<file path="src/rtl/pipe_pkg.sv">
// rtl/pipe_pkg.sv - shared parameters and state encoding for the IF->ID pipeline register
package pipe_pkg;

  localparam int          ADDR_W_DEF      = 32;
  localparam int          INSTR_W_DEF     = 32;
  localparam int          STALL_CNT_W_DEF = 16;
  localparam logic [31:0] NOP_INSTR_DEF   = 32'h0000_0000;

  typedef enum logic [1:0] {
    ST_EMPTY = 2'd0,
    ST_ONE   = 2'd1,
    ST_FULL  = 2'd2
  } pipe_state_e;

endpackage

</file>
<file path="src/rtl/pipe_skid_slot.sv">
// rtl/pipe_skid_slot.sv - one valid+data holding slot with load/clear
module pipe_skid_slot #(
  parameter int           W       = 64,
  parameter logic [W-1:0] CLR_VAL = '0
) (
  input  logic         clk,
  input  logic         rst_n,
  input  logic         load,
  input  logic         clear,
  input  logic [W-1:0] d,
  output logic         valid,
  output logic [W-1:0] data
);

  // Clearing restores CLR_VAL so an empty slot presents a defined bubble, never stale data.
  always_ff @(posedge clk or negedge rst_n) begin
    if (!rst_n) begin
      valid <= 1'b0;
      data  <= CLR_VAL;
    end else if (clear) begin
      valid <= 1'b0;
      data  <= CLR_VAL;
    end else if (load) begin
      valid <= 1'b1;
      data  <= d;
    end
  end

endmodule

</file>
<file path="src/rtl/fetch_decode_pipe_reg.sv">
// rtl/fetch_decode_pipe_reg.sv - IF->ID pipeline register with 2-slot skid buffer, flush and stall counter
module fetch_decode_pipe_reg
  import pipe_pkg::*;
#(
  parameter int                 ADDR_W      = ADDR_W_DEF,
  parameter int                 INSTR_W     = INSTR_W_DEF,
  parameter logic [INSTR_W-1:0] NOP_INSTR   = INSTR_W'(NOP_INSTR_DEF),
  parameter int                 STALL_CNT_W = STALL_CNT_W_DEF
) (
  input  logic                   Clk,
  input  logic                   Reset,
  input  logic                   in_valid,
  output logic                   in_ready,
  input  logic [ADDR_W-1:0]      PCAddResult,
  input  logic [INSTR_W-1:0]     instruction,
  input  logic                   flush,
  output logic                   out_valid,
  input  logic                   out_ready,
  output logic [ADDR_W-1:0]      PCAddResultOut,
  output logic [INSTR_W-1:0]     instructionOut,
  output logic [STALL_CNT_W-1:0] stall_cycles
);

  localparam int DW = ADDR_W + INSTR_W;

  pipe_state_e   state, state_n;
  logic          in_fire, out_fire;
  logic          main_load, main_clr, skid_load, skid_clr;
  logic [DW-1:0] main_d, main_data, skid_data;
  logic          main_valid, skid_valid;

  assign in_fire  = in_valid & in_ready;
  assign out_fire = main_valid & out_ready;

  // Flush overrides every other event, including a same-cycle accepted input beat.
  always_comb begin
    state_n   = state;
    main_load = 1'b0;
    main_clr  = 1'b0;
    skid_load = 1'b0;
    skid_clr  = 1'b0;
    main_d    = {PCAddResult, instruction};
    if (flush) begin
      state_n  = ST_EMPTY;
      main_clr = 1'b1;
      skid_clr = 1'b1;
    end else begin
      case (state)
        ST_EMPTY: begin
          if (in_fire) begin
            main_load = 1'b1;
            state_n   = ST_ONE;
          end
        end
        ST_ONE: begin
          if (in_fire && out_fire) begin
            main_load = 1'b1;
          end else if (in_fire) begin
            skid_load = 1'b1;
            state_n   = ST_FULL;
          end else if (out_fire) begin
            main_clr = 1'b1;
            state_n  = ST_EMPTY;
          end
        end
        ST_FULL: begin
          if (out_fire && skid_valid) begin
            main_load = 1'b1;
            main_d    = skid_data;
            skid_clr  = 1'b1;
            state_n   = ST_ONE;
          end
        end
        default: begin
          main_clr = 1'b1;
          skid_clr = 1'b1;
          state_n  = ST_EMPTY;
        end
      endcase
    end
  end

  always_ff @(posedge Clk or negedge Reset) begin
    if (!Reset) begin
      state        <= ST_EMPTY;
      in_ready     <= 1'b1;
      stall_cycles <= '0;
    end else begin
      state    <= state_n;
      in_ready <= (state_n != ST_FULL);
      if (main_valid && !out_ready && (stall_cycles != '1))
        stall_cycles <= stall_cycles + 1'b1;
    end
  end

  pipe_skid_slot #(
    .W       (DW),
    .CLR_VAL ({{ADDR_W{1'b0}}, NOP_INSTR})
  ) u_main (
    .clk   (Clk),
    .rst_n (Reset),
    .load  (main_load),
    .clear (main_clr),
    .d     (main_d),
    .valid (main_valid),
    .data  (main_data)
  );

  pipe_skid_slot #(
    .W       (DW),
    .CLR_VAL ('0)
  ) u_skid (
    .clk   (Clk),
    .rst_n (Reset),
    .load  (skid_load),
    .clear (skid_clr),
    .d     ({PCAddResult, instruction}),
    .valid (skid_valid),
    .data  (skid_data)
  );

  assign out_valid      = main_valid;
  assign PCAddResultOut = main_data[DW-1:INSTR_W];
  assign instructionOut = main_data[INSTR_W-1:0];

endmodule
</file>
<file path="config.mk">
export PLATFORM = sky130hd
export DESIGN_NAME = fetch_decode_pipe_reg
export DESIGN_NICKNAME = d
export VERILOG_FILES = /design/src/rtl/pipe_pkg.sv /design/src/rtl/pipe_skid_slot.sv /design/src/rtl/fetch_decode_pipe_reg.sv
export SDC_FILE = /design/constraint.sdc
export NUM_CORES = 1
export LEC_CHECK = 0
export ABC_AREA = 1
export CORE_UTILIZATION = 23
export CTS_CLUSTER_SIZE = 14
export DETAILED_ROUTE_END_ITERATION = 10
export PLACE_DENSITY = 0.44
export SYNTH_ARGS = -nofsm -noshare
export SYNTH_HDL_FRONTEND = slang
export SYNTH_SLANG_ARGS = --single-unit
</file>
<file path="constraint.sdc">
create_clock -name Clk -period 1.7 [get_ports Clk]
set_input_delay 0.255 -clock Clk [delete_from_list [all_inputs] [get_ports Clk]]
set_output_delay 0.255 -clock Clk [all_outputs]
set_load 0.01 [all_outputs]
</file>
After elaboration in Yosys (flattened, before gate mapping)
Cells that the tools add are included.
- bits of input ports: 69
- output and inout bits: 82
- bits in registers: 149
- word-level logic and storage cells: 57
- bitwise operators: 2
- equal/unequal tests: 4
- mux-type cells: 33
- reduce and logical (&&, ||, !) cells: 10
- add/subtract/negate cells: 1
- operators by type and width (operator ; count):
    $mux 64 ; 7
    $add 16x1->16 const B ; 1
    $mux 1 ; 16
    $ne 16x16->1 const B ; 1
    $mux 2 ; 6
    $pmux 2 s3 ; 1
    $logic_and 1x1->1 ; 4
    $pmux 1 s2 ; 2
    $reduce_bool 2->1 ; 2
    $reduce_or 2->1 ; 2
    $pmux 1 s3 ; 1
    $and 1x1->1 ; 2
    $eq 2x1->1 const B ; 1
    $eq 2x2->1 const B ; 1
    $logic_not 2->1 ; 1
    $ne 2x2->1 const B ; 1
    $logic_not 1->1 ; 1

Logic depth before layout (Yosys ltp)
- depth after elaboration: 7
- gate-level depth with buffers: 9
- depth with buffers taken out: 8

By module
A second synthesis with hierarchy kept.
- cell total of the unflattened synthesis: 952
- area, all modules: 7226.9 µm²
- by module, submodules not included (module ; cells an instance ; area an instance (µm²) ; seq. area each (µm²) ; times used):
    pipe_skid_slot ; 280 ; 2560.0 ; 1626.6 ; 2
    fetch_decode_pipe_reg ; 392 ; 2107.0 ; 476.7 ; 1

Worst setup path before layout
OpenSTA, ideal clock, no wires.
- path kind: register -> register
- from: reg stall_cycles[0]
- to: reg stall_cycles[10]
- data required time: 1583 ps
- buffers on the path: 1
- stages on the path, launching flop included: 10
- library setup time: 117 ps
- period minus slack after synthesis: 1499 ps
- arrival: 1382 ps
- path slack: 201 ps
- cell sequence: dfrtp_1 > ha_1 > nand3_1 > inv_2 > nand3_2 > nand2_4 > nand2_4 > buf_6 > nand2_1 > nand2_1
- word-level cells in the longest chain between the ends: 2
- elaborated cells between the ends (all ways): 3
- classes of those cells: add/sub (1); eq/ne (1); reduce/logical (1)
- ends and longest elaborated chain (what ; RTL line ; RTL):
    from (decl) ; fetch_decode_pipe_reg.sv:21 ; output logic [STALL_CNT_W-1:0] stall_cycles
    from (signal assigned) ; fetch_decode_pipe_reg.sv:92 ; stall_cycles <= stall_cycles + 1'b1;
    branches (longest 2 deep; another with $add 16x1->16) ; -- ;
Several ways; the timed one is not identified.
A chain may end at the register's enable or synchronous reset.

Worst setup path in the final report
- from: reg stall_cycles[10]
- to: out stall_cycles[10]
No word-level cell between the ends.

==> summary.md <==
| Metric | Value |
|---|---|
| Status | completed |
| Die ar. | 33,930 sq um |
| CP Cell Sequence | clkdlybuf4s50_1 |
| Post-DP HPWL | 15,840 microns |
| R2R Path End | u_main.data[9] |
| Final Hold Vio Count | 0 |
| Slowest CP cell | clkdlybuf4s50_1 |
| Sink Count | roughly 150 |
| Post-synth EDFFs | 0 |
| Hold Crit Class | in -> async |
| Top cell type by total area after synthesis | dfrtp_1 |
| Later-pin clock latency in the skew report | 0.44 ns |
| Switch share | 30.40% |
| Final wirelength | 23,990 microns |
| Clock share of power | 39.4% |
| Main synth FF type | dfrtp_1 |
| Comb power frac | 20.9% |
| Die width | 184.2 microns |
| Share of the synthesized area in the top cell type | between 40% and 50% |
| Worst Setup End Kind | output pin |
| Post-route minimum period | 1.661 ns |
| Skew final | between 0.01 and 0.015 ns |
| Die Span Y | 184.2 microns |
| WP buf/inv | 1 |
| GR Util All Layers | 14.60% |
| Crit path DAT | 1.41 ns |
| Setup Viol. Count Final | 0 |
| Peak VDD IR | 0.6208 mV |
| Syn nets | roughly 1,000 |
| Register area | 3741 sq um |
| Starting Density | 23.41% |
| #FFs+latches synth | 149 |
| Setup_tns | 0 ns |
| Req. time, crit path | 1.44 ns |
| Count of pins over their slew limit | 0 |
| DR DRC count | 0 |
| Average size of a mapped cell | slightly below 8 sq um |
| Clock tree from TritonCTS | done |
| Fillers | 3,499 |
| Total power | 10.27 mW |
| I/O Buffers | 150 |
| Pint | 7.147 mW |
| Mapped Cells | 966 |
| Slowest stage delay, CP | 0.56 ns |
| Via count | approximately 7,000 |
| Inserted Clock Buffers | 17 |
| DRT Pass-1 Iters | 4 |
| Global route overflow | 0 |
| Reported net switching power | around 3.1 mW |
| Largest net degree at the start of global routing | 75 |
| Fmax | 601.9 MHz |
| Fraction of layout cells with a size suffix above 1 | a little over a tenth |
| Critical Setup Path Class | reg -> out |
| Row Count | 66 |
| Synth warnings | 0 |
| Seq/Total Area, Yosys | 48.85% |
| Io pins | 151 |
| P_leak | about 5 nW |
| Initial antenna violation count | 2 |
| Actual slew at the worst max-slew pin | 0.4624 ns |
| Gpl congestion | approximately 0.75 |
| Area delta synth->final | 37.38% |
| Most frequent cells after synthesis | nand2_1 (251), nand3_1 (210), dfrtp_1 (148) |
| Synth Cell Area | 7635 sq um |
| Routed vias/inst | 4.434 |
| Avg WL per Cell | 15.32 microns |
| Launching point of the worst reg2reg path | in_ready |
| Fin crit share | 97.72% |
| Area of the core | between 30,000 and 40,000 sq um |
| Sequential share of power | between 30% and 40% |
| Vias in the first global route | 6,838 |
| First-pass GRT wire length | 38,380 microns |
| Power per standard cell area | slightly below 1000 nW/um^2 |
| Nets@finish | 1,179 |
| Antenna viol nets, final | 0 |
| Worst-path fanout max | 6 |
| Initial drt markers | 344 |
| Multi-input gate area | around 3100 sq um |
| Reg clk slew, reported paths | 0.07 ns |
| Placed inst area | 9789 sq um |
| H-tree levels | 4 |
| Worst reg2reg setup slack | 0.14 ns |
| Count leader, synth | nand2_1 |
| Clock Tree Buf Depth | 2 |
| Max_slew headroom | 69.17% |
| Synth cell types | 29 |
| Final non-filler cell area | 10,490 sq um |
| CP delay by family, top | buffers and inverters |
| Worst Setup Start Kind | register |
| Ys async rst share | 100.0% |
| MaxCap Viol Count | 0 |
| Reg2Reg Depth | 7 |
| Synth top area cells | dfrtp_1 (49%), nand3_1 (14%), nand2_1 (12%) |
| Root Buffer | clkbuf_16 |
==> registers in the layout, summed over array words and instances (netlist names) <==
register / cells
in_ready: 1
stall_cycles: 16
state: 2
u_main.data: 64
u_main.valid: 1
u_skid.data: 64
u_skid.valid: 1
==> power groups by stage <==
stage	Clock (mW)	Sequential (mW)	Combinational, mW
finish	4.05	4.07	2.15
CTS	4.17	4.09	2.10
global route	4.33	4.11	2.38
floorplan	0	4.22	0.871
detailed placement	0	4.16	2.09
global placement	0	4.17	2.08
==> timing repair <==
item	in CTS	in global routing
endpoints found under the setup margin	10	13
hold endpoints to repair	38	0
hold buffers	1	0
setup buffers	1	5
resized for setup	9	9
==> logic make-up after synthesis <==
kind of cell	share of synthesized area, %
buffers and inverters	10.49
AOI/OAI and AO/OA	5.342
adders and majority gates	0.1639
xor gates and xnor gates	0.9178
DFF	48.85
and+or+nand+nor	34.23
==> worst max-delay path by stage <==
stage	cells past startpoint	end	from	slack, ns
6_report	1	stall_cycles[10]	stall_cycles[10]	0.04
5_1_grt	1	stall_cycles[13]	stall_cycles[13]	-0.002
3_3_place_gp	8	u_main.data[7]	in_valid	-0.14
2_1_floorplan	9	stall_cycles[10]	stall_cycles[0]	0.20
3_5_place_dp	9	u_main.data[12]	out_ready	-0.15
4_1_cts	1	stall_cycles[15]	stall_cycles[15]	0.003
==> stage by stage <==
stage	setup slack (ns)	std cells	util (%)	hold WS [ns]
after floorplan	0.2009	966	-	-0.04059
after global placement	-0.1432	1525	30.01	0.2335
after detailed placement	-0.1460	1525	30.01	0.2267
after CTS	0.002974	1559	31.97	0.3381
after global routing	-0.001786	1564	32.14	0.3636
final	0.03872	1566	32.16	0.3378
==> layout make-up <==
cell class / instances / area share (%)
Clock buffer: 18 / 4.187
Antenna cell: 2 / 0.04772
Inverter: 91 / 3.280
Timing Repair Buffer: 200 / 19.90
Sequential cell: 149 / 35.67
Tap cell: 442 / 5.273
Multi-Input combinational cell: 650 / 29.93
Clock inverter: 14 / 1.718
==> placed cells by master, fill, tap and decap left out, drive strengths merged, types with 3 or more instances in the layout <==
cell           netlist  layout
nand2              255     255
clkdlybuf4s50        0     142
nand3              212     212
clkbuf              13      18
inv                 91     101
buf                 63      50
dfrtp              148     148
xor2                 7       7
nor2                26      26
dlymetal6s2s         0       3
dlygate4sd2          0       4
o21ai               75      75
nand4               66      66
==> per-layer routing <==
metal	up-vias	track usage [%]	routed length, microns
met5	-	0	0
met4	0	4.200	340
met3	20	3.952	1205
met2	134	22.23	10660
met1	3283	20.11	11790
li1	3507	-	-
No activity file was read; power rests on OpenSTA's default activity.
